[src/rtl/instr_dispatch_arbiter_if.sv]
// Dispatch bus: one instruction input port feeding NUM_LANES output lanes.
// The arbiter uses the slave modport; the upstream/downstream side uses master.
interface instr_dispatch_arbiter_if #(
    parameter int DATA_W    = 32,
    parameter int NUM_LANES = 2,
    parameter int DEPTH     = 4
);
    localparam int CNT_W = $clog2(DEPTH) + 1;

    logic [DATA_W-1:0]           in_instr;
    logic                        in_valid;
    logic                        in_ready;
    logic [NUM_LANES*DATA_W-1:0] out_instr;
    logic [NUM_LANES-1:0]        out_valid;
    logic [NUM_LANES-1:0]        out_ready;
    logic                        hazard_stall;
    logic [NUM_LANES*CNT_W-1:0]  lane_count;

    modport master (
        output in_instr, in_valid, out_ready,
        input  in_ready, out_instr, out_valid, hazard_stall, lane_count
    );

    modport slave (
        input  in_instr, in_valid, out_ready,
        output in_ready, out_instr, out_valid, hazard_stall, lane_count
    );
endinterface

[src/rtl/instr_dispatch_arbiter.sv]
// Instruction dispatch arbiter: routes each incoming instruction to one of
// NUM_LANES FIFOs, keeping register-dependent instructions in the lane that
// already holds their producer/consumer, otherwise balancing lane occupancy.
module instr_dispatch_arbiter #(
    parameter int DATA_W    = 32,
    parameter int ADDR_W    = 9,
    parameter int NUM_LANES = 2,
    parameter int DEPTH     = 4
) (
    input logic                     clk,
    input logic                     resetn,
    instr_dispatch_arbiter_if.slave bus
);
    localparam int LANE_W = $clog2(NUM_LANES);
    localparam int PTR_W  = $clog2(DEPTH);
    localparam int CNT_W  = PTR_W + 1;
    localparam int ND_W   = LANE_W + 1;
    localparam logic [CNT_W-1:0] FULL = CNT_W'(DEPTH);

    // Per-lane FIFO storage; each slot's SRC/DST fields double as the
    // dependency tracking entry, qualified by its valid bit.
    logic [DATA_W-1:0] mem_q   [NUM_LANES][DEPTH];
    logic [DEPTH-1:0]  vld_q   [NUM_LANES];
    logic [PTR_W-1:0]  wr_q    [NUM_LANES];
    logic [PTR_W-1:0]  rd_q    [NUM_LANES];
    logic [CNT_W-1:0]  count_q [NUM_LANES];

    // Decoded fields of the offered instruction.
    logic              ovr;
    logic [LANE_W-1:0] ovr_lane;
    logic [ADDR_W-1:0] src;
    logic [ADDR_W-1:0] dst;

    assign ovr      = bus.in_instr[28];
    assign ovr_lane = bus.in_instr[27 -: LANE_W];
    assign src      = bus.in_instr[2*ADDR_W-1:ADDR_W];
    assign dst      = bus.in_instr[ADDR_W-1:0];

    logic [NUM_LANES-1:0] dep;
    logic [ND_W-1:0]      num_dep;
    logic [LANE_W-1:0]    dep_lane;
    logic [LANE_W-1:0]    min_lane;
    logic [LANE_W-1:0]    target;
    logic                 stall_route;
    logic                 in_ready;
    logic                 push;
    logic [NUM_LANES-1:0] push_lane;
    logic [NUM_LANES-1:0] pop;

    // Dependency check of the incoming SRC/DST against every valid tracked entry.
    always_comb begin
        // NOTE: every combinational output gets a default before any branch, so no latch can be inferred.
        dep     = '0;
        num_dep = '0;
        for (int k = 0; k < NUM_LANES; k++) begin
            for (int e = 0; e < DEPTH; e++) begin
                if (vld_q[k][e] &&
                    ((src == mem_q[k][e][2*ADDR_W-1:ADDR_W]) || (src == mem_q[k][e][ADDR_W-1:0]) ||
                     (dst == mem_q[k][e][2*ADDR_W-1:ADDR_W]) || (dst == mem_q[k][e][ADDR_W-1:0]))) begin
                    dep[k] = 1'b1;
                end
            end
            num_dep = num_dep + ND_W'(dep[k]);
        end
    end

    // Route selection: multi-lane hazard, override, single dependency, then least occupied lane.
    always_comb begin
        dep_lane = '0;
        min_lane = '0;
        for (int k = 0; k < NUM_LANES; k++) begin
            if (dep[k]) dep_lane = LANE_W'(k);
        end
        for (int k = 1; k < NUM_LANES; k++) begin
            if (count_q[k] < count_q[min_lane]) min_lane = LANE_W'(k);
        end
        stall_route = 1'b0;
        target      = min_lane;
        if (num_dep >= ND_W'(2)) begin
            stall_route = 1'b1;
        end else if (ovr) begin
            if ((num_dep == '0) || dep[ovr_lane]) target = ovr_lane;
            else stall_route = 1'b1;
        end else if (num_dep == ND_W'(1)) begin
            target = dep_lane;
        end
    end

    // Handshakes: a full target stalls even if it pops this cycle.
    always_comb begin
        in_ready = resetn && !stall_route && (count_q[target] < FULL);
        push     = bus.in_valid && in_ready;
        for (int k = 0; k < NUM_LANES; k++) begin
            push_lane[k] = push && (target == LANE_W'(k));
            pop[k]       = (count_q[k] != '0) && bus.out_ready[k];
        end
    end

    assign bus.in_ready     = in_ready;
    assign bus.hazard_stall = resetn && bus.in_valid && !in_ready;

    // Lane heads, valid flags and occupancy come straight from registered state.
    always_comb begin
        for (int k = 0; k < NUM_LANES; k++) begin
            bus.out_instr[k*DATA_W +: DATA_W] = mem_q[k][rd_q[k]];
            bus.out_valid[k]                  = (count_q[k] != '0);
            bus.lane_count[k*CNT_W +: CNT_W]  = count_q[k];
        end
    end

    for (genvar k = 0; k < NUM_LANES; k++) begin : g_lane
        // Lane control: pointers, occupancy and tracking valid bits.
        always_ff @(posedge clk) begin
            if (!resetn) begin
                count_q[k] <= '0;
                wr_q[k]    <= '0;
                rd_q[k]    <= '0;
                vld_q[k]   <= '0;
            end else begin
                if (push_lane[k]) begin
                    vld_q[k][wr_q[k]] <= 1'b1;
                    wr_q[k]           <= wr_q[k] + PTR_W'(1);
                end
                if (pop[k]) begin
                    vld_q[k][rd_q[k]] <= 1'b0;
                    rd_q[k]           <= rd_q[k] + PTR_W'(1);
                end
                count_q[k] <= count_q[k] + CNT_W'(push_lane[k]) - CNT_W'(pop[k]);
            end
        end

        // Lane payload write.
        always_ff @(posedge clk) begin
            // NOTE: the payload array is not reset; vld_q and count_q decide what is visible, so stale data never leaks.
            if (push_lane[k]) mem_q[k][wr_q[k]] <= bus.in_instr;
        end
    end
endmodule

[src/flat_wrapper.sv]
// flat-port wrapper written by rule: the top's interface ports become plain ports
module instr_dispatch_arbiter_flat 
#(
    parameter int DATA_W    = 32,
    parameter int ADDR_W    = 9,
    parameter int NUM_LANES = 2,
    parameter int DEPTH     = 4
)
  (clk, resetn, bus_in_instr, bus_in_valid, bus_out_ready, bus_in_ready, bus_out_instr, bus_out_valid, bus_hazard_stall, bus_lane_count);
  instr_dispatch_arbiter_if #(.DATA_W(DATA_W), .NUM_LANES(NUM_LANES), .DEPTH(DEPTH)) bus_i ();
  input logic clk;
  input logic resetn;
  input wire logic [$bits(bus_i.in_instr)-1:0] bus_in_instr;
  input wire logic [$bits(bus_i.in_valid)-1:0] bus_in_valid;
  input wire logic [$bits(bus_i.out_ready)-1:0] bus_out_ready;
  output wire logic [$bits(bus_i.in_ready)-1:0] bus_in_ready;
  output wire logic [$bits(bus_i.out_instr)-1:0] bus_out_instr;
  output wire logic [$bits(bus_i.out_valid)-1:0] bus_out_valid;
  output wire logic [$bits(bus_i.hazard_stall)-1:0] bus_hazard_stall;
  output wire logic [$bits(bus_i.lane_count)-1:0] bus_lane_count;
  assign bus_i.in_instr = bus_in_instr;
  assign bus_i.in_valid = bus_in_valid;
  assign bus_i.out_ready = bus_out_ready;
  assign bus_in_ready = bus_i.in_ready;
  assign bus_out_instr = bus_i.out_instr;
  assign bus_out_valid = bus_i.out_valid;
  assign bus_hazard_stall = bus_i.hazard_stall;
  assign bus_lane_count = bus_i.lane_count;
  instr_dispatch_arbiter #(.DATA_W(DATA_W), .ADDR_W(ADDR_W), .NUM_LANES(NUM_LANES), .DEPTH(DEPTH)) u_core (.clk(clk), .resetn(resetn), .bus(bus_i));
endmodule
[config.mk]
export PLATFORM = sky130hd
export DESIGN_NAME = instr_dispatch_arbiter_flat
export DESIGN_NICKNAME = d
export VERILOG_FILES = /design/src/rtl/instr_dispatch_arbiter_if.sv /design/src/rtl/instr_dispatch_arbiter.sv /design/src/flat_wrapper.sv
export SDC_FILE = /design/constraint.sdc
export NUM_CORES = 1
export LEC_CHECK = 0
export ABC_AREA = 0
export CAP_MARGIN = 15
export CORE_MARGIN = 4
export CORE_UTILIZATION = 65
export CTS_BUF_LIST = sky130_fd_sc_hd__clkbuf_4 sky130_fd_sc_hd__clkbuf_8
export CTS_CLUSTER_SIZE = 24
export DETAILED_ROUTE_END_ITERATION = 10
export PLACE_DENSITY = 0.95
export SETUP_SLACK_MARGIN = 0.5
export SLEW_MARGIN = 20
export SYNTH_ARGS = -nofsm -noshare
export SYNTH_HDL_FRONTEND = slang
export SYNTH_SLANG_ARGS = --single-unit
[constraint.sdc]
create_clock -name clk -period 7.2 [get_ports clk]
set_input_delay 1.44 -clock clk [delete_from_list [all_inputs] [get_ports clk]]
set_output_delay 1.44 -clock clk [all_outputs]
set_load 0.01 [all_outputs]
==> results.txt, run 1 <==
multiplexer share of the synthesized area: 0.101
vias: 9128
pwr/cell area: 273 nW/um^2
Post-Synth Simple-Gate Area: 0.0679
DPL Wire Length: 24400 um
Slew headroom: 0.366
post-synthesis cell area: 14200 sq um
leakage: 5.32 nW
Post-Syn Nets: 981
crit-path max FO: 24
ANT nets after route: 0
kind of critical path: in2out
post-synthesis cell type count: 39
status: completed
Hold Crit Class: reg2reg
via density per instance: 6.69
Int Pwr: 3.18 mW
sequential group share of total power: 0.438
post-synth top area share: 0.574
Post-Synth XOR/XNOR Area: 0.180
Final #Nets: 1114
startpoint types: primary input
Clk network pwr share: 0.311
CTS sink cnt: 278
RSZ-0062 raised after global routing: false
CTS Buffer Depth: 3
dpl ws: 0.612 ns
crit path cell chain: clkdlybuf4s50_1 -> buf_4 -> xnor2_1 -> nand3_1 -> nor4_1 -> o41ai_1 -> nand4_1 -> o31ai_1 -> o21ai_0 -> a31oi_1 -> clkdlybuf4s50_1
crit path DAT: 5.21 ns
Tot GR Track Use: 0.325
row cnt: 53
Core Util, Final: 0.772
CTS buffer count: 44
Mapped Cells: 920
cts-stage hold buffer count: 0
GR Overflow Total: 0
Initial Util: 0.668
layout cells sized above 1: 0.157
vias in the first global route: 9643
register area share after synthesis: 0.583
Filler Cell Count: 1126
total die area: 24300 sq um
max cap viols: 0
Crit path required time: 5.76 ns
Design Power: 4.49 mW
sw frac: 0.291
drt pass-1 iters: 6
Final setup violation count: 0
pin count of the biggest net entering global routing: 36
clk_lat worst skew: 0.57 ns
main combinational cell family by area after synthesis: XOR/XNOR gates
CTS tree: built
die width: 156 um
fin. max-slew vios: 0
Post-synth top flop: edfxtp_1
Iteration-0 DRC Markers: 996
most common cell after layout, fill and taps aside: edfxtp_1
Peak VDD IR: 262 uV
most frequent cells in the layout: edfxtp_1 (272), xnor2_1 (228), clkdlybuf4s50_1 (105)
Compound-Gate Fraction of Synth Area: 0.0123
CP max stage delay: 0.68 ns
Root Buffer Master: clkbuf_8
H-tree levels: 2
switching power: 1.31 mW
Slew @ Worst Pin: 0.951 ns
Final Cycle Share: 0.923
Mean Syn Cell Area: 15.5 sq um
Ports: 111
adder-cell share of the synthesized area: 0.0222
asr flop ratio synth: 0
Port-buffer cells: 110
placed inst area: 15500 sq um
initial antenna violation count: 1
first-pass GRT wire length: 59300 um
Post-Route WL: 38500 um
Synthesis Warnings: 0
Comb pwr share: 0.251
Core ar.: 21300 sq um
WL per Instance: 28.2 um
CP Capture Type: primary output
Worst-path clk slew: 0.06 ns
f_max: 0.150 GHz
largest cells by area after synthesis: edfxtp_1 (57%), xnor2_1 (14%), mux4_2 (10%)
Yosys top cell by area: edfxtp_1
Tmin final: 6.65 ns
Fin. Hold Viols: 0
Clock Skew: 0.0230 ns
Critical Path Most Common Cell: clkdlybuf4s50_1
Final GP Congestion: 0.910
P&R area growth vs syn: 15.6%
DRC: 0
setup_tns: 0 ns
final instance area: 16400 sq um
#FFs+latches synth: 278
die height: 156 um
Critical Path Slowest Stage Cell: o31ai_1
Post-synth EDFFs: 272
ant diodes: 0
post-route setup slack: 0.554 ns
what timing repair did:
item,4_1_cts,5_1_grt
buffers inserted,0,0
pin swaps,0,0
setup endpoints to repair,2,2
gates resized for setup,4,5
Yosys cell counts (all sizes together), types with 3 or more instances:
library cell and n:
a21o 8, and2 17, and3 12, buf 44, clkbuf 14, dfxtp 6, edfxtp 272, ha 22
inv 16, mux4 64, nand2 20, nand2b 5, nand3 33, nand4 34, nor2b 3, nor4 34
o41ai 8, xnor2 228, xor2 64
power groups by stage:
stage / sequential (mW) / combinational (mW) / clock (mW)
finish: 1.97 / 1.13 / 1.40
global route: 1.97 / 1.20 / 1.48
CTS: 1.97 / 1.13 / 1.40
detailed placement: 1.99 / 1.10 / 0
global placement: 1.99 / 1.05 / 0
floorplan: 1.96 / 0.656 / 0
sequential cells by signal, summed over array words and instances, names as in the netlist:
name and flops:
u_core.mem_q 256, u_core.wr_q 4, u_core.count_q 6, u_core.vld_q 8
u_core.rd_q 4
layout make-up:
type | instances | area, sq um | area share
multi-input combinational | 568 | 5460 | 0.332
clock buffer | 55 | 688 | 0.0419
clock inverter | 27 | 213 | 0.0129
inverter | 16 | 60.1 | 0.00365
sequential | 278 | 8290 | 0.504
timing repair buffer | 145 | 1390 | 0.0846
tap | 275 | 344 | 0.0209
kinds of logic (layout without fill, tap and decap cells):
kind of cell / count (synthesis) / after routing
xor+xnor: 292 / 292
buf+inv: 74 / 243
flops: 278 / 278
mux: 64 / 64
fa+ha+maj: 24 / 24
compound gates: 23 / 23
simple gates: 165 / 165
metrics by stage:
step                std cells  hold WS [ns]
global placement         1282         0.634
detailed placement       1282         0.672
floorplan                 920         0.597
CTS                      1364         0.705
finish                   1364         0.710
global route             1364         0.728
worst max-delay path, delay by kind of cell:
| kind | cells | cell delay (ns) |
|---|---|---|
| xor+xnor | 1 | 0.12 |
| buf+inv | 3 | 1.43 |
| compound gates | 4 | 1.59 |
| simple gates | 3 | 0.60 |
routing by layer:
| layer | vias up | GRT usage | wire (um) |
|---|---|---|---|
| met3 | 187 | 0.0655 | 4080 |
| met4 | 2 | 0.151 | 2150 |
| met5 | - | 0 | 12 |
| met1 | 4483 | 0.411 | 12900 |
| li1 | 3712 | - | - |
| met2 | 744 | 0.545 | 19400 |
final timing paths:
kind / slack [ns] / cells past startpoint / from / end
min: 0.71 / 2 / u_core.count_q[0][2]$_SDFF_PN0_ / u_core.count_q[0][2]$_SDFF_PN0_
max reg2reg: 2.98 / 9 / u_core.mem_q[0][64]$_DFFE_PP_ / u_core.mem_q[0][167]$_DFFE_PP_
max: 0.55 / 11 / bus_in_instr[9] / bus_hazard_stall
min reg2reg: 0.71 / 2 / u_core.count_q[0][2]$_SDFF_PN0_ / u_core.count_q[0][2]$_SDFF_PN0_
(Power assumes the default switching activity.)
==> inputs of run 2 (changes only) <==
--- a/config.mk
+++ b/config.mk
@@ -14,7 +14,7 @@
 export DETAILED_ROUTE_END_ITERATION = 10
 export PLACE_DENSITY = 0.95
 export SETUP_SLACK_MARGIN = 0.5
-export SLEW_MARGIN = 20
+export SLEW_MARGIN = 30
 export SYNTH_ARGS = -nofsm -noshare
 export SYNTH_HDL_FRONTEND = slang
 export SYNTH_SLANG_ARGS = --single-unit
==> run 2 against run 1 <==
Against the previous run:
- hold slack got worse by 0.0014 ns
- global-route usage stayed put
- maximum frequency fell by 0.14%
- clock skew up 0.0026 ns
- first-iteration DRC count rose by 1.2%
- routed wire length rose by 0.18%
- power is essentially flat
- via count fell by 0.51%
- die area stayed put
- count of clock-buffer cells in the layout stayed put
- sequential share of layout area unchanged
- sequential power about the same
==> results.txt, run 2 (synthesis results as in run 1) <==
Hold Path Origin: u_core.count_q[0][2]$_SDFF_PN0_
switching power: 1.31 mW
Crit path required time: 5.76 ns
hold path depth: 2
Root Buffer Master: clkbuf_8
die height: 156 um
pin count of the biggest net entering global routing: 36
vias: 9081
fin. max-slew vios: 0
total die area: 24300 sq um
Comb pwr share: 0.251
Final #Nets: 1114
crit-path max FO: 24
Hold Crit Class: reg2reg
Tot GR Track Use: 0.325
setup_tns: 0 ns
Slew headroom: 0.368
initial antenna violation count: 1
DRC: 0
cts-stage hold buffer count: 0
status: completed
kind of critical path: in2out
Int Pwr: 3.18 mW
Worst-path clk slew: 0.06 ns
sequential group share of total power: 0.438
Fin. Hold Viols: 0
dpl ws: 0.612 ns
crit path DAT: 5.22 ns
via density per instance: 6.66
Filler Cell Count: 1126
CTS tree: built
post-route setup slack: 0.544 ns
layout cells sized above 1: 0.157
Worst R2R End: u_core.mem_q[0][167]$_DFFE_PP_
WL per Instance: 28.3 um
CTS sink cnt: 278
Final GP Congestion: 0.910
Iteration-0 DRC Markers: 1008
Post-Route WL: 38600 um
Initial Util: 0.668
most common cell after layout, fill and taps aside: edfxtp_1
row cnt: 53
max cap viols: 0
Final Cycle Share: 0.924
RSZ-0062 raised after global routing: false
Min-Delay Endpoint: u_core.count_q[0][2]$_SDFF_PN0_
CTS buffer count: 44
sw frac: 0.291
Ports: 111
vias in the first global route: 9643
first-pass GRT wire length: 59300 um
Peak VDD IR: 262 uV
Design Power: 4.49 mW
leakage: 5.32 nW
die width: 156 um
Slew @ Worst Pin: 0.947 ns
RR Startpoint: u_core.mem_q[0][64]$_DFFE_PP_
CP Capture Type: primary output
Hold Slack: 0.708 ns
drt pass-1 iters: 5
P&R area growth vs syn: 15.6%
ANT nets after route: 0
clk_lat worst skew: 0.58 ns
f_max: 0.150 GHz
Clk network pwr share: 0.311
Tmin final: 6.66 ns
pwr/cell area: 273 nW/um^2
H-tree levels: 2
Final setup violation count: 0
Port-buffer cells: 110
Largest register FFs: 256
Worst Reg-to-Reg Cells: 9
reg-to-reg slack, setup: 2.96 ns
startpoint types: primary input
CTS Buffer Depth: 3
GR Overflow Total: 0
DPL Wire Length: 24400 um
Clock Skew: 0.0256 ns
Core ar.: 21300 sq um
most frequent cells in the layout: edfxtp_1 (272), xnor2_1 (228), clkdlybuf4s50_1 (105)
ant diodes: 0
run 2: cell count changes in the layout (fill, tap and decap cells not counted), sizes merged:
cell    before  now
buf         35   37
clkbuf      57   55
run 2: critical path: stages:
cell and delay [ns]:
clkdlybuf4s50_1 0.47, buf_4 0.37, xnor2_1 0.12, nand3_1 0.13, nor4_1 0.08, o41ai_1 0.45
nand4_1 0.39, o31ai_1 0.68, o21ai_0 0.25, a31oi_1 0.23, clkdlybuf4s50_1 0.58
run 2: what timing repair did:
action,CTS,global route
setup endpoints to repair,2,2
buffers inserted,0,0
resized for setup,4,1
run 2: per-stage QoR:
step / util / instances / instance area (sq um)
global route: 0.772 / 1364 / 16400
CTS: 0.773 / 1364 / 16400
global placement: 0.730 / 1282 / 15500
finish: 0.772 / 1364 / 16400
detailed placement: 0.730 / 1282 / 15500
floorplan: - / 920 / 14200
run 2: area by class of cell:
type                       instances  area [sq um]  share of cell area
multi-input combinational        568          5460               0.332
clock buffer                      55           688              0.0419
clock inverter                    27           213              0.0129
inverter                          16          60.1             0.00365
tap                              275           344              0.0209
timing repair buffer             145          1390              0.0846
sequential                       278          8290               0.504
run 2: power by group through the flow:
| stage | sequential, mW | clock [mW] | combinational (mW) |
|---|---|---|---|
| after CTS | 1.97 | 1.40 | 1.13 |
| after floorplan | 1.96 | 0 | 0.656 |
| after global placement | 1.99 | 0 | 1.05 |
| final | 1.97 | 1.40 | 1.13 |
| after detailed placement | 1.99 | 0 | 1.10 |
| after global routing | 1.97 | 1.48 | 1.20 |
run 2: how the worst max path moves through the flow:
stage / startpoint / end / slack (ns) / cells after the start
4_1_cts: bus_in_instr[2] / bus_hazard_stall / 0.62 / 10
6_report: bus_in_instr[9] / bus_hazard_stall / 0.54 / 11
2_1_floorplan: bus_in_instr[7] / bus_in_ready / 2.52 / 10
3_3_place_gp: bus_in_instr[7] / bus_in_ready / 0.78 / 10
3_5_place_dp: bus_in_instr[7] / bus_hazard_stall / 0.61 / 10
5_1_grt: bus_in_instr[17] / bus_hazard_stall / 0.52 / 11
run 2: layer usage:
layer | share of wire | global-route usage
met1 | 0.34 | 0.411
met2 | 0.51 | 0.545
met3 | 0.10 | 0.0655
met4 | 0.052 | 0.151
met5 | 0.00031 | 0
==> inputs of run 3 (changes only) <==
--- a/config.mk
+++ b/config.mk
@@ -5,7 +5,7 @@
 export SDC_FILE = /design/constraint.sdc
 export NUM_CORES = 1
 export LEC_CHECK = 0
-export ABC_AREA = 0
+export ABC_AREA = 1
 export CAP_MARGIN = 15
 export CORE_MARGIN = 4
 export CORE_UTILIZATION = 65
==> run 3 against run 2 <==
Against the previous run:
- utilization shrank 1.4 points
- via count is 37% higher
- worst setup slack better by 0.16 ns
- sequential share of layout area decreased by 2.7 points
- critical endpoint is now bus_in_ready
- largest cell class unchanged
- largest power group unchanged
- highest routed layer is now met4
==> results.txt, run 3 <==
status: completed
ant diodes: 0
Final #Nets: 1753
f_max: 0.154 GHz
Slew @ Worst Pin: 0.987 ns
Synth top cells by count: nand2_1 (296), edfxtp_1 (272), nor2_1 (233)
Compound-Gate Fraction of Synth Area: 0.0785
placed inst area: 16500 sq um
layout cells sized above 1: 0.0817
startpoint types: primary input
Root Buffer Master: clkbuf_8
post-synthesis cell type count: 35
Final Cycle Share: 0.903
Ports: 111
total die area: 26000 sq um
vias: 12400
Fin. Hold Viols: 0
Core Util, Final: 0.758
Crit path required time: 5.76 ns
post-cts resize count: 0
Largest register FFs: 256
register area share after synthesis: 0.542
Mapped Cells: 1585
met2 Use GR: 0.567
max cap viols: 0
multiplexer share of the synthesized area: 0
Tot GR Track Use: 0.333
fin. max-slew vios: 0
crit path DAT: 5.06 ns
pwr/cell area: 273 nW/um^2
Worst-path clk slew: 0.06 ns
final instance area: 17400 sq um
initial antenna violation count: 0
count leader, synth: nand2_1
Final GP Congestion: 1.01
most frequent cells in the layout: nand2_1 (296), edfxtp_1 (272), nor2_1 (227)
vias in the first global route: 12300
Tmin final: 6.50 ns
DPL Wire Length: 28200 um
Final setup violation count: 0
Slew headroom: 0.342
GR Overflow Total: 0
setup_tns: 0 ns
asr flop ratio synth: 0
largest cells by area after synthesis: edfxtp_1 (53%), xnor2_1 (8.4%), nand2_1 (7.3%)
P&R area growth vs syn: 13.6%
die width: 161 um
CTS tree: built
drt pass-1 iters: 6
cts-stage hold buffer count: 0
ANT nets after route: 0
clk_lat worst skew: 0.59 ns
Iteration-0 DRC Markers: 1735
Post-synth top flop: edfxtp_1
first-pass GRT wire length: 67400 um
via density per instance: 6.09
Port-buffer cells: 110
crit-path max FO: 18
Post-Syn Nets: 1646
Synthesis Warnings: 0
H-tree levels: 2
Post-Synth XOR/XNOR Area: 0.110
adder-cell share of the synthesized area: 0.0206
row cnt: 55
main combinational cell family by area after synthesis: simple AND/OR/NAND/NOR gates
Core ar.: 22900 sq um
RSZ-0062 raised after global routing: false
Post-synth EDFFs: 272
kind of critical path: in2out
Hold Crit Class: reg2reg
met1 Resource Use GR: 0.412
post-synthesis cell area: 15300 sq um
Clock Skew: 0.0335 ns
Yosys top cell by area: edfxtp_1
most common cell after layout, fill and taps aside: nand2_1
Initial Util: 0.667
Mean Syn Cell Area: 9.65 sq um
layer with the highest usage: met2
buffers inserted by post-CTS timing repair: 0
#FFs+latches synth: 278
DRC: 0
pin count of the biggest net entering global routing: 74
Peak VDD IR: 283 uV
CTS Buffer Depth: 3
CTS sink cnt: 278
leakage: 6.54 nW
post-synth top area share: 0.534
met3 Use GR: 0.0556
Post-Synth Simple-Gate Area: 0.179
WL per Instance: 21.6 um
CP Capture Type: primary output
Post-Route WL: 44000 um
CTS buffer count: 43
die height: 161 um
## run 3: routing by layer
metal / part of all wire / routed length, um
met1: 0.35 / 15500
met2: 0.48 / 21200
met3: 0.11 / 4790
met4: 0.057 / 2500
met5: 0 / 0
## run 3: critical path, cell delays in order
cell and delay (ns):
clkdlybuf4s50_1 0.92, buf_4 0.37, xor2_1 0.26, a21oi_1 0.11, nand3_1 0.09, nand2_1 0.05, nor2_1 0.13, nor2_1 0.07
nor2_2 0.13, nand3_1 0.12, nand2_1 0.09, nand2_1 0.05, nand2_1 0.09, nand2_2 0.08, nand2_2 0.10, inv_2 0.07
a21oi_1 0.28, clkdlybuf4s50_1 0.61
## run 3: final timing paths
kind	start	endpoint	slack, ns	cells past startpoint
worst max register to register	u_core.mem_q[0][39]$_DFFE_PP_	u_core.mem_q[0][13]$_DFFE_PP_	3.42	18
worst min-delay path	u_core.count_q[1][2]$_SDFF_PN0_	u_core.count_q[1][2]$_SDFF_PN0_	0.57	1
worst max-delay path	bus_in_instr[12]	bus_in_ready	0.70	18
worst min register to register	u_core.count_q[1][2]$_SDFF_PN0_	u_core.count_q[1][2]$_SDFF_PN0_	0.57	1
## run 3: cells by family after synthesis
logic type	count (synthesis)
fa+ha+maj	24
compound gates	223
simple gates	661
buf+inv	207
flops	278
xor+xnor	192
## run 3: area by class of cell
cell class | instances | area (sq um)
multi-input cells | 1100 | 5990
fillers | 1466 | 5550
inverters | 124 | 468
repair buffers | 145 | 1360
clock inverters | 19 | 146
clock buffers | 60 | 719
flip-flops and latches | 278 | 8290
well taps | 313 | 392
## run 3: through the flow
stage / hold WS, ns / std cells / setup slack (ns) / power [mW]
CTS: 0.573 / 2039 / 0.791 / 4.73
global placement: 0.512 / 1960 / 0.857 / 3.31
detailed placement: 0.558 / 1960 / 0.803 / 3.38
global route: 0.601 / 2039 / 0.520 / 4.94
finish: 0.568 / 2039 / 0.699 / 4.75
floorplan: 0.507 / 1585 / 2.33 / 2.74
## run 3: power breakdown
part,leakage [nW],switching (mW),internal (mW)
clock network,0.457,0.630,0.724
logic,3.56,0.880,0.569
registers,2.53,0.0667,1.88
